**src/rtl/uart_pkg.sv**
```systemverilog
// Shared UART definitions: state encoding, line levels and the baud divider calculation.
// Used by both the transmit and receive sides.
package uart_pkg;

    typedef enum logic [2:0] {
        IDLE   = 3'd0,
        START  = 3'd1,
        DATA   = 3'd2,
        PARITY = 3'd3,
        STOP   = 3'd4
    } uart_state_t;

    localparam logic IDLE_LEVEL  = 1'b1;
    localparam logic START_LEVEL = 1'b0;

    // Clocks per bit, truncating; callers reject results below 2.
    function automatic int calc_div(input int clk_freq, input int baud);
        return clk_freq / baud;
    endfunction

endpackage

```
**src/rtl/uart_baud_gen.sv**
```systemverilog
// Bit-period divider: counts 0..DIV-1, flags the last and next-to-last cycle of each bit.
// restart holds the count at zero so the next bit period starts cleanly.
module uart_baud_gen #(
    parameter int DIV = 434
) (
    input  logic clk,
    input  logic reset_n,
    input  logic restart,
    output logic bit_end,
    output logic bit_pre_end
);

    localparam int CNT_W = (DIV > 1) ? $clog2(DIV) : 1;
    localparam logic [CNT_W-1:0] CNT_LAST = CNT_W'(DIV - 1);
    localparam logic [CNT_W-1:0] CNT_PRE  = CNT_W'(DIV - 2);

    logic [CNT_W-1:0] cnt;

    always_ff @(posedge clk or negedge reset_n) begin
        if (!reset_n) begin
            cnt <= '0;
        end else if (restart || bit_end) begin
            // NOTE: non-blocking assignments on registered state so every flop samples pre-edge values.
            cnt <= '0;
        end else begin
            cnt <= cnt + 1'b1;
        end
    end

    assign bit_end     = (cnt == CNT_LAST);
    assign bit_pre_end = (cnt == CNT_PRE);

endmodule

```
**src/rtl/uart_tx_serializer.sv**
```systemverilog
// UART transmit engine: pops bytes from an FWFT FIFO and sends start, data (LSB first), stop bits.
// Optional parity bit when UART_TX_PARITY_EN is defined (sense set by PARITY_ODD).
module uart_tx_serializer #(
    parameter int CLK_FREQ   = 50_000_000,
    parameter int BAUD       = 115200,
    parameter int DATA_W     = 8,
    parameter int STOP_BITS  = 1,
    parameter int PARITY_ODD = 0
) (
    input  logic              clk,
    input  logic              reset_n,
    input  logic              fifo_empty,
    input  logic [DATA_W-1:0] fifo_data,
    output logic              fifo_rd_en,
    output logic              tx,
    output logic              busy,
    output logic              tx_done
);

    import uart_pkg::*;

    localparam int DIV       = calc_div(CLK_FREQ, BAUD);
    localparam int BIT_CNT_W = $clog2(DATA_W + 1);
    localparam logic [BIT_CNT_W-1:0] LAST_BIT = BIT_CNT_W'(DATA_W);

    if (DIV < 2) begin : g_div_check
        $error("uart_tx_serializer: CLK_FREQ/BAUD must be at least 2");
    end
    if (STOP_BITS != 1 && STOP_BITS != 2) begin : g_stop_check
        $error("uart_tx_serializer: STOP_BITS must be 1 or 2");
    end
    if (PARITY_ODD != 0 && PARITY_ODD != 1) begin : g_parity_check
        $error("uart_tx_serializer: PARITY_ODD must be 0 or 1");
    end

    uart_state_t            state_q, state_d;
    logic [DATA_W-1:0]      shift_q, shift_d;
    logic [BIT_CNT_W-1:0]   bit_cnt_q, bit_cnt_d;
    logic                   stop_idx_q, stop_idx_d;
    logic                   tx_d, busy_d, rd_en_d, done_d;
    logic                   load_now;
    logic                   last_stop;
    logic                   bit_end, bit_pre_end;
`ifdef UART_TX_PARITY_EN
    logic                   parity_q, parity_d;
`endif

    // The divider is parked at zero while idle so the start bit gets a full period.
    uart_baud_gen #(.DIV(DIV)) u_baud (
        .clk         (clk),
        .reset_n     (reset_n),
        .restart     (state_q == IDLE),
        .bit_end     (bit_end),
        .bit_pre_end (bit_pre_end)
    );

    assign last_stop = (STOP_BITS == 1) || stop_idx_q;

    always_comb begin
        // NOTE: every combinational output gets a default first, so no path can infer a latch.
        state_d    = state_q;
        shift_d    = shift_q;
        bit_cnt_d  = bit_cnt_q;
        stop_idx_d = stop_idx_q;
        tx_d       = tx_q_hold();
        busy_d     = busy;
        rd_en_d    = 1'b0;
        done_d     = 1'b0;
        load_now   = 1'b0;
`ifdef UART_TX_PARITY_EN
        parity_d   = parity_q;
`endif

        case (state_q)
            IDLE: begin
                tx_d     = IDLE_LEVEL;
                busy_d   = 1'b0;
                load_now = !fifo_empty;
            end
            START: begin
                if (bit_end) begin
                    state_d   = DATA;
                    tx_d      = shift_q[0];
                    shift_d   = shift_q >> 1;
                    bit_cnt_d = BIT_CNT_W'(1);
                end
            end
            DATA: begin
                if (bit_end) begin
                    if (bit_cnt_q == LAST_BIT) begin
`ifdef UART_TX_PARITY_EN
                        state_d    = PARITY;
                        tx_d       = parity_q;
`else
                        state_d    = STOP;
                        tx_d       = IDLE_LEVEL;
                        stop_idx_d = 1'b0;
`endif
                    end else begin
                        tx_d      = shift_q[0];
                        shift_d   = shift_q >> 1;
                        bit_cnt_d = bit_cnt_q + 1'b1;
                    end
                end
            end
`ifdef UART_TX_PARITY_EN
            PARITY: begin
                if (bit_end) begin
                    state_d    = STOP;
                    tx_d       = IDLE_LEVEL;
                    stop_idx_d = 1'b0;
                end
            end
`endif
            STOP: begin
                // Registered pulse: raised one cycle early so it lands in the final stop cycle.
                done_d = last_stop && bit_pre_end;
                if (bit_end) begin
                    if (!last_stop) begin
                        stop_idx_d = 1'b1;
                    end else if (!fifo_empty) begin
                        load_now = 1'b1;
                    end else begin
                        state_d = IDLE;
                        tx_d    = IDLE_LEVEL;
                        busy_d  = 1'b0;
                    end
                end
            end
            default: begin
                state_d = IDLE;
                tx_d    = IDLE_LEVEL;
                busy_d  = 1'b0;
            end
        endcase

        if (load_now) begin
            state_d = START;
            shift_d = fifo_data;
            rd_en_d = 1'b1;
            tx_d    = START_LEVEL;
            busy_d  = 1'b1;
`ifdef UART_TX_PARITY_EN
            parity_d = (^fifo_data) ^ (PARITY_ODD != 0);
`endif
        end
    end

    function automatic logic tx_q_hold();
        return tx;
    endfunction

    always_ff @(posedge clk or negedge reset_n) begin
        if (!reset_n) begin
            state_q    <= IDLE;
            shift_q    <= '0;
            bit_cnt_q  <= '0;
            stop_idx_q <= 1'b0;
            tx         <= IDLE_LEVEL;
            busy       <= 1'b0;
            fifo_rd_en <= 1'b0;
            tx_done    <= 1'b0;
        end else begin
            state_q    <= state_d;
            shift_q    <= shift_d;
            bit_cnt_q  <= bit_cnt_d;
            stop_idx_q <= stop_idx_d;
            tx         <= tx_d;
            busy       <= busy_d;
            fifo_rd_en <= rd_en_d;
            tx_done    <= done_d;
        end
    end

`ifdef UART_TX_PARITY_EN
    always_ff @(posedge clk or negedge reset_n) begin
        if (!reset_n) begin
            parity_q <= 1'b0;
        end else begin
            parity_q <= parity_d;
        end
    end
`endif

endmodule
```
**config.mk**
```make
export PLATFORM = sky130hd
export DESIGN_NAME = uart_tx_serializer
export DESIGN_NICKNAME = d
export VERILOG_FILES = /design/src/rtl/uart_pkg.sv /design/src/rtl/uart_baud_gen.sv /design/src/rtl/uart_tx_serializer.sv
export SDC_FILE = /design/constraint.sdc
export NUM_CORES = 1
export LEC_CHECK = 0
export BUFFER_PORTS_ARGS = -buffer_cell sky130_fd_sc_hd__buf_2
export CAP_MARGIN = 25
export CORE_UTILIZATION = 32
export DETAILED_ROUTE_END_ITERATION = 6
export HOLD_SLACK_MARGIN = 0.03
export PLACE_DENSITY = 0.53
export SLEW_MARGIN = 10
export SYNTH_ARGS = -nofsm -noshare
export SYNTH_HDL_FRONTEND = slang
export SYNTH_SLANG_ARGS = --single-unit
```
**constraint.sdc**
```tcl
create_clock -name clk -period 2.19 [get_ports clk]
set_input_delay 0.438 -clock clk [delete_from_list [all_inputs] [get_ports clk]]
set_output_delay 0.438 -clock clk [all_outputs]
set_load 0.02 [all_outputs]
```
# Word level (Yosys, flattened, before mapping)
# Cells that the tools add are included.
[word_totals]
regBits = 28
in_bits = 11
out_inout_bits = 4
word_cells = 71
[op_classes]
add_sub_neg = 2
n_eq_ne = 17
n_mux = 33
reduce_logical = 11
[op_table]
columns = ["op", "n"]
rows = [
  ["two-way mux 8 bit", 4],
  ["== test 9 bit, second input constant", 2],
  ["two-way mux 3 bit", 6],
  ["one-hot mux 8 bit (2 select lines)", 1],
  ["two-way mux 1 bit", 13],
  ["two-way mux 4 bit", 3],
  ["one-hot mux 3 bit (4 select lines)", 1],
  ["AND reduction 4 bit", 3],
  ["adder 9 x 1 -> 9 bit, second input constant", 1],
  ["two-way mux 9 bit", 1],
  ["!= test 3 x 2 -> 1 bit, second input constant", 3],
  ["!= test 3 bit, second input constant", 3],
  ["one-hot mux 4 bit (2 select lines)", 1],
  ["!= test 2 x 1 -> 1 bit, second input constant", 3],
  ["AND reduction 6 bit", 1],
  ["adder 4 x 1 -> 4 bit, second input constant", 1],
  ["== test 4 bit, second input constant", 1],
  ["!= test 2 bit, second input constant", 2],
  ["one-hot mux 1 bit (2 select lines)", 2],
  ["== test 3 x 1 -> 1 bit, second input constant", 1],
  ["== test 3 x 2 -> 1 bit, second input constant", 1],
  ["== test 3 bit, second input constant", 1],
  ["zero test 3 bit", 1],
  ["one-hot mux 1 bit (3 select lines)", 1],
  ["other kinds (6)", 6],
]

# Longest topological paths before layout
[depth]
depth_word = 5
depth_mapped = 7
ltp_nobuf = 7

# Modules after synthesis
# Synthesis repeated with hierarchy kept, for this count alone.
[hier_totals]
cells_unflattened = 147
hier_area_um2 = 1457.6
[modules_own_cells]
columns = ["mod", "instances", "cells_each", "area_per_inst_um2", "seq_area_each_um2"]
rows = [
  ["uart_tx_serializer", 1, 98, 982.2, 476.7],
  ["uart_baud_gen", 1, 49, 475.5, 225.2],
]

# Worst setup path after synthesis
# Ideal clock, no wire load.
[synth_path]
path_kind = "flip-flop to flip-flop"
startpoint = "reg u_baud.cnt[1]"
endpoint = "reg shift_q[0]"
setup_time_ns = 0.123
t_arrival_ns = 1.538
required_time_ns = 2.067
path_slack_ns = 0.529
path_stages_with_launch = 8
path_buffers = 1
synth_period_minus_slack_ns = 1.661
path_cell_list = "dfrtp_1 inv_1 ha_1 and4bb_4 nand2_4 or2_1 buf_6 o221a_1"
[synth_via]
elab_chain_cells = 5
word_cells_on_any_way = 9
classes_between = "4 x eq/ne; 3 x mux; 2 x reduce/logical"
[synth_rtl]
columns = ["element", "line_no", "source"]
rows = [
  ["start: declaration", "uart_baud_gen.sv:17", "logic [CNT_W-1:0] cnt;"],
  ["start signal: assignment", "uart_baud_gen.sv:26", "cnt <= cnt + 1'b1;"],
  ["== test 9 bit (*)", "uart_baud_gen.sv:30", "assign bit_end = (cnt == CNT_LAST);"],
  ["two-way mux 1 bit", "uart_tx_serializer.sv:118", "if (bit_end) begin"],
  ["one-hot mux 1 bit (2 select lines)", "uart_tx_serializer.sv:74", "case (state_q)"],
  ["!= test 3 bit (no source line) (tied with other cells)", "--", ""],
  ["AND reduction 4 bit (no source line)", "--", ""],
  ["end signal: assignment", "uart_tx_serializer.sv:165", "shift_q <= shift_d;"],
  ["end: declaration", "uart_tx_serializer.sv:37", "logic [DATA_W-1:0] shift_q, shift_d;"],
]
# Every way passes the cells marked *; elsewhere a longest branch is shown, timed or not.
# A chain may end at the register's enable or synchronous reset.

# Worst setup path after layout
[layout_path]
startpoint = "reg u_baud.cnt[1]"
endpoint = "reg shift_q[4]"
# Same word-level chain as after synthesis.

==> run summary <==
CTS max path bufs: 2
drt drc: 0
Peak supply drop: 248 uV
number of flops mapped to enable cells by yosys: 0
placed cells: 205
Inserted Clock Buffers: 3
CTS tree: done
Finished Layout Cells: 209
Synth top area share: 43.8%
largest net degree at the start of global routing: 29
Inserted Diodes: 0
Mapped Nets: 160
worst reg-to-reg setup slack: 0.34 ns
Max-Cap Viols: 0
crit path max fanout: 13
Crit path arrival time: 2.02 ns
Rel. slew slack: 58.6%
Worst-path clk slew: 0.09 ns
crit share post-route: 84.5%
Synth area leader: dfrtp_1
status: completed
register bit total from synthesis: 28
drt total wl: 2.95 mm
slowest CP cell: dfrtp_1
Final Skew: 0.00359 ns
post-synth cell types: 45
DR pass1 iterations: 4
total negative slack: 0 ns
Worst setup endpoint: shift_q[4]
FMAX: 0.540 GHz
post-layout min period: 1.85 ns
Post-synth ARST share: 100%
path depth of the worst reg2reg path: 6
Die Wd: 71.4 um
initial antenna violation count: 0
Worst Path Required: 2.36 ns
vias in the first global route: 1083
Hold WC Path Type: input port to async pin
Worst path max stage delay: 0.42 ns
P_leak: 0.704 nW
worst r2r dst: shift_q[4]
Final ANT Viol Nets: 0
HPWL after detailed placement: 2.16 mm
share of cells above drive strength 1: 18.5%
# hold bufs at CTS: 0
per-cell routed wire length: 14.1 um
Clock Latency Late Sink: 0.27 ns
# fillers: 458
drt initial violations: 80
Overall Global Routing Usage: 12.9%
Syn Area/Cell: 10.7 sq um
clk sinks: 28
crit end category: flop
std cell rows: 24
r2r startpoint: u_baud.cnt[1]
root buffer cell: clkbuf_8
final hold slack: 0.170 ns
total power draw: 1.27 mW
Post-Syn Area: 1540 sq um
Worst setup startpoint: u_baud.cnt[1]
first-pass GRT wire length: 5.18 mm
aggregate global routing overflow: 0
RSZ-0062 raised after global routing: no
io pins: 15
Gates resized, CTS repair: 0
worst-margin pin slew: 0.621 ns
Initial Util: 34.3%
die area: 5100 sq um
RePlAce Congestion: 0.788
Fin. Hold Viols: 0
postcts setup bufs: 0
Max H-tree Level: 1
Syn-to-layout area delta: 8.84%
vias per cell: 5.29
Die Ht: 71.4 um
most common cell after layout, fill and taps aside: dfrtp_1
Nets: 174
# setup viols final: 0
Via Count: 1106
Max Slew Vio Count: 0
Crit Path Category: flop to flop
Synthesis Warnings: 0
most frequent cells in the layout: dfrtp_1 (27), nor2_1 (15), buf_2 (14)
largest cells by area after synthesis: dfrtp_1 (44%), o221a_1 (4.4%), ha_1 (4.1%)
critical-path cell list: inv_1 -> ha_1 -> and4bb_4 -> nand2_4 -> or2_1 -> o221a_1
core area: 4500 sq um
most used flip-flop cell after synthesis: dfrtp_1
Critical Path Start Type: flop
PD cells: 755 nW/um^2
# port buffers: 14
Syn Inst Count: 144
register area share after synthesis: 45.5%
## where the power goes
part | switching [mW] | leakage [nW] | internal [mW]
clock | 0.154 | 0.0228 | 0.130
combinational | 0.136 | 0.329 | 0.131
sequential | 0.0936 | 0.352 | 0.622
total | 0.384 | 0.704 | 0.883
## critical path: cells and delay by family, from the launching register on
family,cells,cell delay (ns)
and+or+nand+nor,3,0.81
DFF,1,0.42
adders and majority gates,1,0.14
buffers and inverters,1,0.09
AOI/OAI and AO/OA,1,0.29
## Yosys cell counts, types with 2 or more instances
library cell,n
a21oi_1,4
a2bb2oi_1,2
buf_2,2
buf_6,3
dfrtp_1,27
ha_1,5
inv_1,11
mux2i_1,2
nand2_1,7
nand3_1,6
nor2_1,15
nor3_1,3
nor4_1,2
o21ai_0,5
o221a_1,6
o31ai_1,4
or3_1,7
xnor2_1,6
## metrics by stage
step	setup WS, ns	cell area [sq um]	utilization (%)
after floorplan	0.529	1540	-
after global placement	0.395	1630	36.3
after detailed placement	0.339	1630	36.3
after CTS	0.339	1680	37.3
after global routing	0.206	1680	37.3
final	0.339	1680	37.3
## sequential cells by signal, indices dropped and copies added, names as in the netlist
name,flops
fifo_rd_en,1
tx,1
state_q,3
busy,1
tx_done,1
u_baud.cnt,9
shift_q,8
bit_cnt_q,4
## how the worst min path moves through the flow
stage               endpoint  slack, ns
6_report       u_baud.cnt[2]       0.17
5_1_grt        u_baud.cnt[2]       0.23
4_1_cts                 busy       0.19
3_5_place_dp              tx       0.46
3_3_place_gp              tx       0.46
2_1_floorplan   bit_cnt_q[0]       0.14
## routing by layer
| metal | wire (um) | up-vias | global-route usage, % | part of all wire (%) |
|---|---|---|---|---|
| met5 | 0 | - | 0 | 0 |
| met4 | 47 | 0 | 5.56 | 1.6 |
| met3 | 61 | 4 | 0.985 | 2.1 |
| met2 | 1380 | 22 | 20.2 | 47 |
| met1 | 1460 | 540 | 18.4 | 50 |
| li1 | - | 540 | - | - |
## cell type report
| class | count | area, sq um | area share, % |
|---|---|---|---|
| Multi-Input combinational cell | 98 | 731 | 43.5 |
| Sequential cell | 28 | 702 | 41.8 |
| Clock buffer | 4 | 45.0 | 2.68 |
| Timing Repair Buffer | 15 | 77.6 | 4.62 |
| Tap cell | 52 | 65.1 | 3.87 |
| Inverter | 12 | 58.8 | 3.50 |
## kinds of logic after synthesis
logic type               after synthesis  share of synthesized area, %
AO/OA/AOI/OAI                         33                          19.1
flip-flops                            28                          45.5
buffers and inverters                 18                          7.14
adder cells (fa/ha/maj)                5                          4.06
multiplexers                           2                          1.30
AND/OR/NAND/NOR                       51                          18.9
XOR/XNOR                               7                          3.97
No activity file was read; power rests on OpenSTA's default activity.
